==> src/rtl/proc_pkg.sv <==
// Shared definitions for the 9-bit processor control unit, datapath and bench.
// Contents:
//   DATA_W, NREG, REG_W  - instruction width, register count, register-field width
//   tstep_e              - instruction step encoding T0..T3
//   OP_*                 - opcode values of the IR[8:6] field
//   OP_/RX_/RY_ HI/LO    - bit positions of the IR fields (IIIXXXYYY)
//   is_alu_op            - opcode needs the three-step A/G sequence
package proc_pkg;

    localparam int DATA_W = 9;
    localparam int NREG   = 8;
    localparam int REG_W  = $clog2(NREG);

    typedef enum logic [1:0] {
        T0 = 2'd0,
        T1 = 2'd1,
        T2 = 2'd2,
        T3 = 2'd3
    } tstep_e;

    localparam logic [2:0] OP_MV  = 3'd0;
    localparam logic [2:0] OP_MVI = 3'd1;
    localparam logic [2:0] OP_ADD = 3'd2;
    localparam logic [2:0] OP_SUB = 3'd3;

    localparam int OP_HI = 8;
    localparam int OP_LO = 6;
    localparam int RX_HI = 5;
    localparam int RX_LO = 3;
    localparam int RY_HI = 2;
    localparam int RY_LO = 0;

    // add and sub are the only opcodes that continue past T1
    function automatic logic is_alu_op(input logic [2:0] op);
        return (op == OP_ADD) || (op == OP_SUB);
    endfunction

endpackage

==> src/rtl/proc_control_unit_if.sv <==
// Control bundle between the control unit and the datapath.
// master (control unit): samples run/din, drives all strobes plus ir/tstep debug.
// slave  (datapath / bench): drives run/din, samples the strobes.
interface proc_control_unit_if;
    import proc_pkg::*;

    logic              run;
    logic [DATA_W-1:0] din;
    logic [NREG-1:0]   rin;
    logic [NREG-1:0]   rout;
    logic              ain;
    logic              gin;
    logic              gout;
    logic              dinout;
    logic              addsub;
    logic              done;
    logic [DATA_W-1:0] ir;
    logic [1:0]        tstep;

    modport master (
        input  run, din,
        output rin, rout, ain, gin, gout, dinout, addsub, done, ir, tstep
    );

    modport slave (
        output run, din,
        input  rin, rout, ain, gin, gout, dinout, addsub, done, ir, tstep
    );

endinterface

==> src/rtl/proc_control_unit_dec3to8.sv <==
// 3-bit to one-hot 8-bit decoder with enable.
// Ports: en (enable), sel (binary index), onehot (bit sel set when en, else all zero).
module dec3to8 (
    input  logic       en,
    input  logic [2:0] sel,
    output logic [7:0] onehot
);

    // one-hot decode gated by enable
    always_comb begin
        onehot = 8'h00;
        if (en) begin
            onehot[sel] = 1'b1;
        end else begin
            onehot = 8'h00;
        end
    end

endmodule

==> src/rtl/proc_control_unit.sv <==
// Control FSM of the 9-bit processor. Latches the instruction from din on run in T0,
// then sequences the datapath strobes over T1..T3 and pulses done on the last step.
// Ports:
//   clk  - rising-edge clock
//   rst  - asynchronous active-high reset
//   bus  - proc_control_unit_if.master: run/din in; rin, rout, ain, gin, gout, dinout,
//          addsub, done strobes out (combinational from tstep and ir); ir/tstep debug out
module proc_control_unit
    import proc_pkg::*;
(
    input  logic                 clk,
    input  logic                 rst,
    proc_control_unit_if.master  bus
);

    tstep_e            tstep_r;
    logic [DATA_W-1:0] ir_r;

    logic [2:0]        op_s;
    logic [REG_W-1:0]  rx_s;
    logic [REG_W-1:0]  ry_s;

    logic              rin_en_s;
    logic              rout_en_s;
    logic [REG_W-1:0]  rout_sel_s;
    logic              ain_s;
    logic              gin_s;
    logic              gout_s;
    logic              dinout_s;
    logic              addsub_s;
    logic              done_s;
    logic [NREG-1:0]   rin_s;
    logic [NREG-1:0]   rout_s;

    // all fields come from the latched IR, never from the live din
    assign op_s = ir_r[OP_HI:OP_LO];
    assign rx_s = ir_r[RX_HI:RX_LO];
    assign ry_s = ir_r[RY_HI:RY_LO];

    // step sequencer and instruction latch
    always_ff @(posedge clk or posedge rst) begin
        if (rst) begin
            tstep_r <= T0;
            ir_r    <= {DATA_W{1'b0}};
        end else begin
            case (tstep_r)
                T0: begin
                    if (bus.run) begin
                        ir_r    <= bus.din;
                        tstep_r <= T1;
                    end else begin
                        tstep_r <= T0;
                    end
                end
                T1: begin
                    if (is_alu_op(op_s)) begin
                        tstep_r <= T2;
                    end else begin
                        tstep_r <= T0;
                    end
                end
                T2:      tstep_r <= T3;
                T3:      tstep_r <= T0;
                default: tstep_r <= T0;
            endcase
        end
    end

    // strobe decode; rst forces every strobe low even before the flops settle
    always_comb begin
        rin_en_s   = 1'b0;
        rout_en_s  = 1'b0;
        rout_sel_s = ry_s;
        ain_s      = 1'b0;
        gin_s      = 1'b0;
        gout_s     = 1'b0;
        dinout_s   = 1'b0;
        addsub_s   = 1'b0;
        done_s     = 1'b0;
        if (rst) begin
            done_s = 1'b0;
        end else begin
            case (tstep_r)
                T1: begin
                    case (op_s)
                        OP_MV: begin
                            rout_en_s  = 1'b1;
                            rout_sel_s = ry_s;
                            rin_en_s   = 1'b1;
                            done_s     = 1'b1;
                        end
                        OP_MVI: begin
                            dinout_s = 1'b1;
                            rin_en_s = 1'b1;
                            done_s   = 1'b1;
                        end
                        OP_ADD, OP_SUB: begin
                            // first operand Rx goes to A
                            rout_en_s  = 1'b1;
                            rout_sel_s = rx_s;
                            ain_s      = 1'b1;
                        end
                        default: begin
                            // reserved opcodes complete as a NOP
                            done_s = 1'b1;
                        end
                    endcase
                end
                T2: begin
                    if (is_alu_op(op_s)) begin
                        rout_en_s  = 1'b1;
                        rout_sel_s = ry_s;
                        gin_s      = 1'b1;
                        addsub_s   = (op_s == OP_SUB);
                    end else begin
                        rout_en_s = 1'b0;
                    end
                end
                T3: begin
                    if (is_alu_op(op_s)) begin
                        gout_s   = 1'b1;
                        rin_en_s = 1'b1;
                        done_s   = 1'b1;
                    end else begin
                        gout_s = 1'b0;
                    end
                end
                default: begin
                    done_s = 1'b0;
                end
            endcase
        end
    end

    dec3to8 u_rin_dec (
        .en     (rin_en_s),
        .sel    (rx_s),
        .onehot (rin_s)
    );

    dec3to8 u_rout_dec (
        .en     (rout_en_s),
        .sel    (rout_sel_s),
        .onehot (rout_s)
    );

    assign bus.rin    = rin_s;
    assign bus.rout   = rout_s;
    assign bus.ain    = ain_s;
    assign bus.gin    = gin_s;
    assign bus.gout   = gout_s;
    assign bus.dinout = dinout_s;
    assign bus.addsub = addsub_s;
    assign bus.done   = done_s;
    assign bus.ir     = ir_r;
    assign bus.tstep  = tstep_r;

endmodule
==> src/flat_wrapper.sv <==
// flat-port wrapper written by rule: the top's interface ports become plain ports
module proc_control_unit_flat import proc_pkg::*;
  (clk, rst, bus_run, bus_din, bus_rin, bus_rout, bus_ain, bus_gin, bus_gout, bus_dinout, bus_addsub, bus_done, bus_ir, bus_tstep);
  proc_control_unit_if bus_i ();
  input  logic clk;
  input  logic rst;
  input wire logic [$bits(bus_i.run)-1:0] bus_run;
  input wire logic [$bits(bus_i.din)-1:0] bus_din;
  output wire logic [$bits(bus_i.rin)-1:0] bus_rin;
  output wire logic [$bits(bus_i.rout)-1:0] bus_rout;
  output wire logic [$bits(bus_i.ain)-1:0] bus_ain;
  output wire logic [$bits(bus_i.gin)-1:0] bus_gin;
  output wire logic [$bits(bus_i.gout)-1:0] bus_gout;
  output wire logic [$bits(bus_i.dinout)-1:0] bus_dinout;
  output wire logic [$bits(bus_i.addsub)-1:0] bus_addsub;
  output wire logic [$bits(bus_i.done)-1:0] bus_done;
  output wire logic [$bits(bus_i.ir)-1:0] bus_ir;
  output wire logic [$bits(bus_i.tstep)-1:0] bus_tstep;
  assign bus_i.run = bus_run;
  assign bus_i.din = bus_din;
  assign bus_rin = bus_i.rin;
  assign bus_rout = bus_i.rout;
  assign bus_ain = bus_i.ain;
  assign bus_gin = bus_i.gin;
  assign bus_gout = bus_i.gout;
  assign bus_dinout = bus_i.dinout;
  assign bus_addsub = bus_i.addsub;
  assign bus_done = bus_i.done;
  assign bus_ir = bus_i.ir;
  assign bus_tstep = bus_i.tstep;
  proc_control_unit u_core (.clk(clk), .rst(rst), .bus(bus_i));
endmodule
==> config.mk <==
export PLATFORM = sky130hd
export DESIGN_NAME = proc_control_unit_flat
export DESIGN_NICKNAME = d
export VERILOG_FILES = /design/src/rtl/proc_pkg.sv /design/src/rtl/proc_control_unit_if.sv /design/src/rtl/proc_control_unit_dec3to8.sv /design/src/rtl/proc_control_unit.sv /design/src/flat_wrapper.sv
export SDC_FILE = /design/constraint.sdc
export NUM_CORES = 1
export LEC_CHECK = 0
export ABC_AREA = 1
export ABC_CLOCK_PERIOD_IN_PS = 1800
export CAP_MARGIN = 0
export CORE_MARGIN = 2
export CORE_UTILIZATION = 38
export DETAILED_ROUTE_END_ITERATION = 12
export PLACE_DENSITY = 0.86
export RECOVER_POWER = 25
export SETUP_SLACK_MARGIN = 0.4
export SLEW_MARGIN = 20
export SYNTH_ARGS = -nofsm -noshare
export SYNTH_HDL_FRONTEND = slang
export SYNTH_SLANG_ARGS = --single-unit
==> constraint.sdc <==
create_clock -name clk -period 1.8 [get_ports clk]
set_input_delay 0.18 -clock clk [delete_from_list [all_inputs] [get_ports clk]]
set_output_delay 0.18 -clock clk [all_outputs]
set_load 0.005 [all_outputs]
==> impl_summary.log <==
INFO  metric status = finished with violations
INFO  metric failed_checks = negative setup slack
INFO  metric count_of_mapped_cells_out_of_synthesis = 120
INFO  metric detail_route.drc_violations = 0
INFO  metric avg_vias_per_cell = 5.93
INFO  metric synth-warning-count = 0
INFO  metric syn-num-nets = between 100 and 150
INFO  metric leading_cell_type_in_the_layout_fill_and_taps_excluded = sky130_fd_sc_hd__buf_6
INFO  metric clockRootBuffer = sky130_fd_sc_hd__clkbuf_4
INFO  metric ctsLongestPathBuffers = 2
INFO  metric die-width = 50.0 um
INFO  metric avgRoutedWirePerCell = 22.4 um
INFO  metric dpl.cell_count = a little over 200
INFO  metric final_count_of_pins_violating_max_slew = 0
INFO  metric fin_worst_skew = 0.00808 ns
INFO  metric grt_setup_unrepaired = yes
INFO  metric fillers = between 40 and 50
INFO  metric max_freq = 444 MHz
INFO  metric floorplan.die.height = 50.0 um
INFO  metric synth-seq-area-share = 0.343
INFO  metric synth_seq_cells = 11
INFO  metric cts_hold_repair.buffers = 0
INFO  metric dp.final_hpwl = about 2.0 mm
INFO  metric gr_util_all_layers = 0.334
INFO  metric insertion_delay = 0.29 ns
INFO  metric postSynthAreaPerCell = approximately 6.7 sq um
INFO  metric min_period_over_period = 1.25
INFO  metric timing.slew.headroom = 0.757
INFO  metric final-seq-area = roughly 280 sq um
INFO  metric ys_types = 16
INFO  metric cts-buffers-inserted = 3
INFO  metric power_density = 1480 mW/mm^2
INFO  metric globalRoute.totalOverflow = 0
INFO  metric grt_max_degree = 19
INFO  metric fraction_of_layout_instances_using_a_drive_strength_above_1 = 0.596
INFO  metric port_buffers = 44
INFO  metric number_of_antenna_violations_at_the_first_check_in_global_routing = 0
INFO  metric layout_setup_ws = -0.454 ns
INFO  metric tightest_slew = 0.364 ns
INFO  metric power.ir.vdd_worst = 1.25 mV
INFO  metric grt_pass1_wl = 6.20 mm
INFO  metric cts.sink_count = 11
INFO  metric maxCapViolCount = 0
INFO  metric layout_common_cells = sky130_fd_sc_hd__buf_6, sky130_fd_sc_hd__buf_4, sky130_fd_sc_hd__buf_2
INFO  metric first_global_vias = 1273
INFO  metric globalplace.congestion = 0.788
INFO  metric fin_crit = between 2 and 2.5 ns
INFO  metric hold_viol_final = 0
INFO  metric finalNonFillerCells = 240
INFO  metric cp_data_arrival_time = 2.07 ns
INFO  metric areaGrowthSynthToFinish = 135%
INFO  metric leakage = about 0.97 nW
INFO  metric critPathCaptureType = output port
INFO  metric antenna_cells_inserted = 0
INFO  metric finish.net_count = 231
INFO  metric netlist_area = 803 sq um
INFO  metric fp.coreArea = 0.00198 sq mm
INFO  metric number_of_primary_i_o_pins = 45
INFO  metric die_area = ~0.0025 sq mm
INFO  metric iteration_0_drc_count_of_the_detailed_router = 82
INFO  metric critPathKind = reg -> out
INFO  metric route.final.wire_length = approximately 5.4 mm
INFO  metric htree_levels = 1
INFO  metric setup_viol_count_final = 20
INFO  metric combined_area_of_the_multi_input_logic_cells = 726 sq um
INFO  metric clk_pin_slew = 0.09 ns
INFO  metric cts_tree = yes
INFO  metric startpoint_class_of_the_critical_path = flip-flop
INFO  metric antenna_violating_nets_post_route = 0
INFO  metric placement_rows = 16
INFO  metric timing.hold.worst.class = in -> reg
INFO  metric num_vias = 1424
INFO  metric timing.critical_path.fanout_max = 3
INFO  metric floorplan.initialDensity = 0.405
INFO  metric drt_pass1_iterations = 5
INFO  metric worst_ep_required_time = 1.62 ns
INFO  metric total_power = ~2.8 mW
kinds of logic (layout without fill, tap and decap cells):
| logic type | after synthesis | after routing | share of synthesized area |
|---|---|---|---|
| AO/OA/AOI/OAI | 12 | 12 | 0.0748 |
| AND/OR/NAND/NOR | 75 | 75 | 0.414 |
| adder cells (fa/ha/maj) | 5 | 5 | 0.0779 |
| multiplexers | 1 | 1 | 0.0140 |
| buffers and inverters | 16 | 109 | 0.0763 |
| flip-flops | 11 | 11 | 0.343 |
state kept, by name (all words and copies together) (netlist names), named ones only:
signal,cells
u_core.bus.tstep,1
u_core.bus.ir,9
power by group:
part | switching (mW) | internal (mW)
sequential | 0.157 | 0.372
clock | 0.104 | 0.0861
combinational | 1.16 | 0.924
total | 1.42 | 1.38
worst max-delay path, stage by stage (launching register included):
cell and delay [ns]:
sky130_fd_sc_hd__dfrtp_1 0.42, sky130_fd_sc_hd__inv_2 0.11, sky130_fd_sc_hd__ha_4 0.17, sky130_fd_sc_hd__inv_4 0.06
sky130_fd_sc_hd__nor2_4 0.13, sky130_fd_sc_hd__nand2_2 0.09, sky130_fd_sc_hd__a21oi_2 0.20, sky130_fd_sc_hd__buf_4 0.16
sky130_fd_sc_hd__nand2_4 0.06, sky130_fd_sc_hd__buf_6 0.13, sky130_fd_sc_hd__nor2_1 0.10, sky130_fd_sc_hd__buf_2 0.14
cell type report:
type / count / area share
Timing Repair Buffer: 90 / 0.404
Inverter: 15 / 0.0324
Sequential cell: 11 / 0.148
Clock buffer: 4 / 0.0139
Tap cell: 27 / 0.0179
Multi-Input combinational cell: 93 / 0.384
per-stage QoR:
| step | hold slack [ns] | utilization | area [sq um] | worst slack, ns | TNS, ns |
|---|---|---|---|---|---|
| final | 0.485 | 0.954 | 1890 | -0.454 | -5.74 |
| after floorplan | -0.00241 | - | 821 | 0.418 | 0 |
| after detailed placement | 0.568 | 0.700 | 1390 | -0.266 | -3.11 |
| after global routing | 0.496 | 0.954 | 1890 | -0.486 | -6.33 |
| after global placement | 0.553 | 0.700 | 1390 | -0.193 | -2.28 |
| after CTS | 0.316 | 0.838 | 1660 | -0.172 | -0.968 |
metal layers:
| layer | share of wire | GRT usage | vias to the layer above |
|---|---|---|---|
| li1 | - | - | 562 |
| met4 | 0.085 | 0.273 | 0 |
| met1 | 0.34 | 0.347 | 649 |
| met5 | 0 | 0 | - |
| met3 | 0.12 | 0.0333 | 49 |
| met2 | 0.46 | 0.600 | 164 |
cells in the mapped netlist:
cell type | count | share of area
sky130_fd_sc_hd__nand2_1 | 31 | 0.14
sky130_fd_sc_hd__a21oi_1 | 10 | 0.062
sky130_fd_sc_hd__nor2_1 | 27 | 0.13
sky130_fd_sc_hd__inv_1 | 11 | 0.051
sky130_fd_sc_hd__mux2_2 | 1 | 0.014
sky130_fd_sc_hd__nor3_1 | 1 | 0.0062
sky130_fd_sc_hd__nand2_2 | 4 | 0.031
sky130_fd_sc_hd__nand3_2 | 1 | 0.012
sky130_fd_sc_hd__o21ai_0 | 2 | 0.012
sky130_fd_sc_hd__nor2_4 | 3 | 0.042
sky130_fd_sc_hd__dfrtp_1 | 11 | 0.34
sky130_fd_sc_hd__ha_1 | 5 | 0.078
sky130_fd_sc_hd__inv_2 | 4 | 0.019
sky130_fd_sc_hd__nand3_1 | 7 | 0.044
sky130_fd_sc_hd__buf_2 | 1 | 0.0062
sky130_fd_sc_hd__nor2_2 | 1 | 0.0078
worst paths after layout:
path | start | end | slack, ns | cells after the start
max in group asynchronous | rst | u_core.bus.ir[3]$_DFFE_PP0P_ | 0.75 | 4
worst min register to register | u_core.bus.ir[0]$_DFFE_PP0P_ | u_core.bus.ir[0]$_DFFE_PP0P_ | 0.63 | 2
worst min-delay path | bus_din[4] | u_core.bus.ir[4]$_DFFE_PP0P_ | 0.48 | 3
min in group asynchronous | rst | u_core.bus.ir[7]$_DFFE_PP0P_ | 0.61 | 3
worst max register to register | u_core.bus.tstep[0]$_DFF_PP0_ | u_core.bus.ir[3]$_DFFE_PP0P_ | 0.31 | 5
worst max-delay path | flip-flop | bus_rout[6] | -0.45 | 11
timing repair:
action	4_1_cts	5_1_grt
setup buffers	21	12
pin swaps	18	18
gates resized for setup	137	42
setup endpoints to repair	36	26
(Power assumes the default switching activity.)
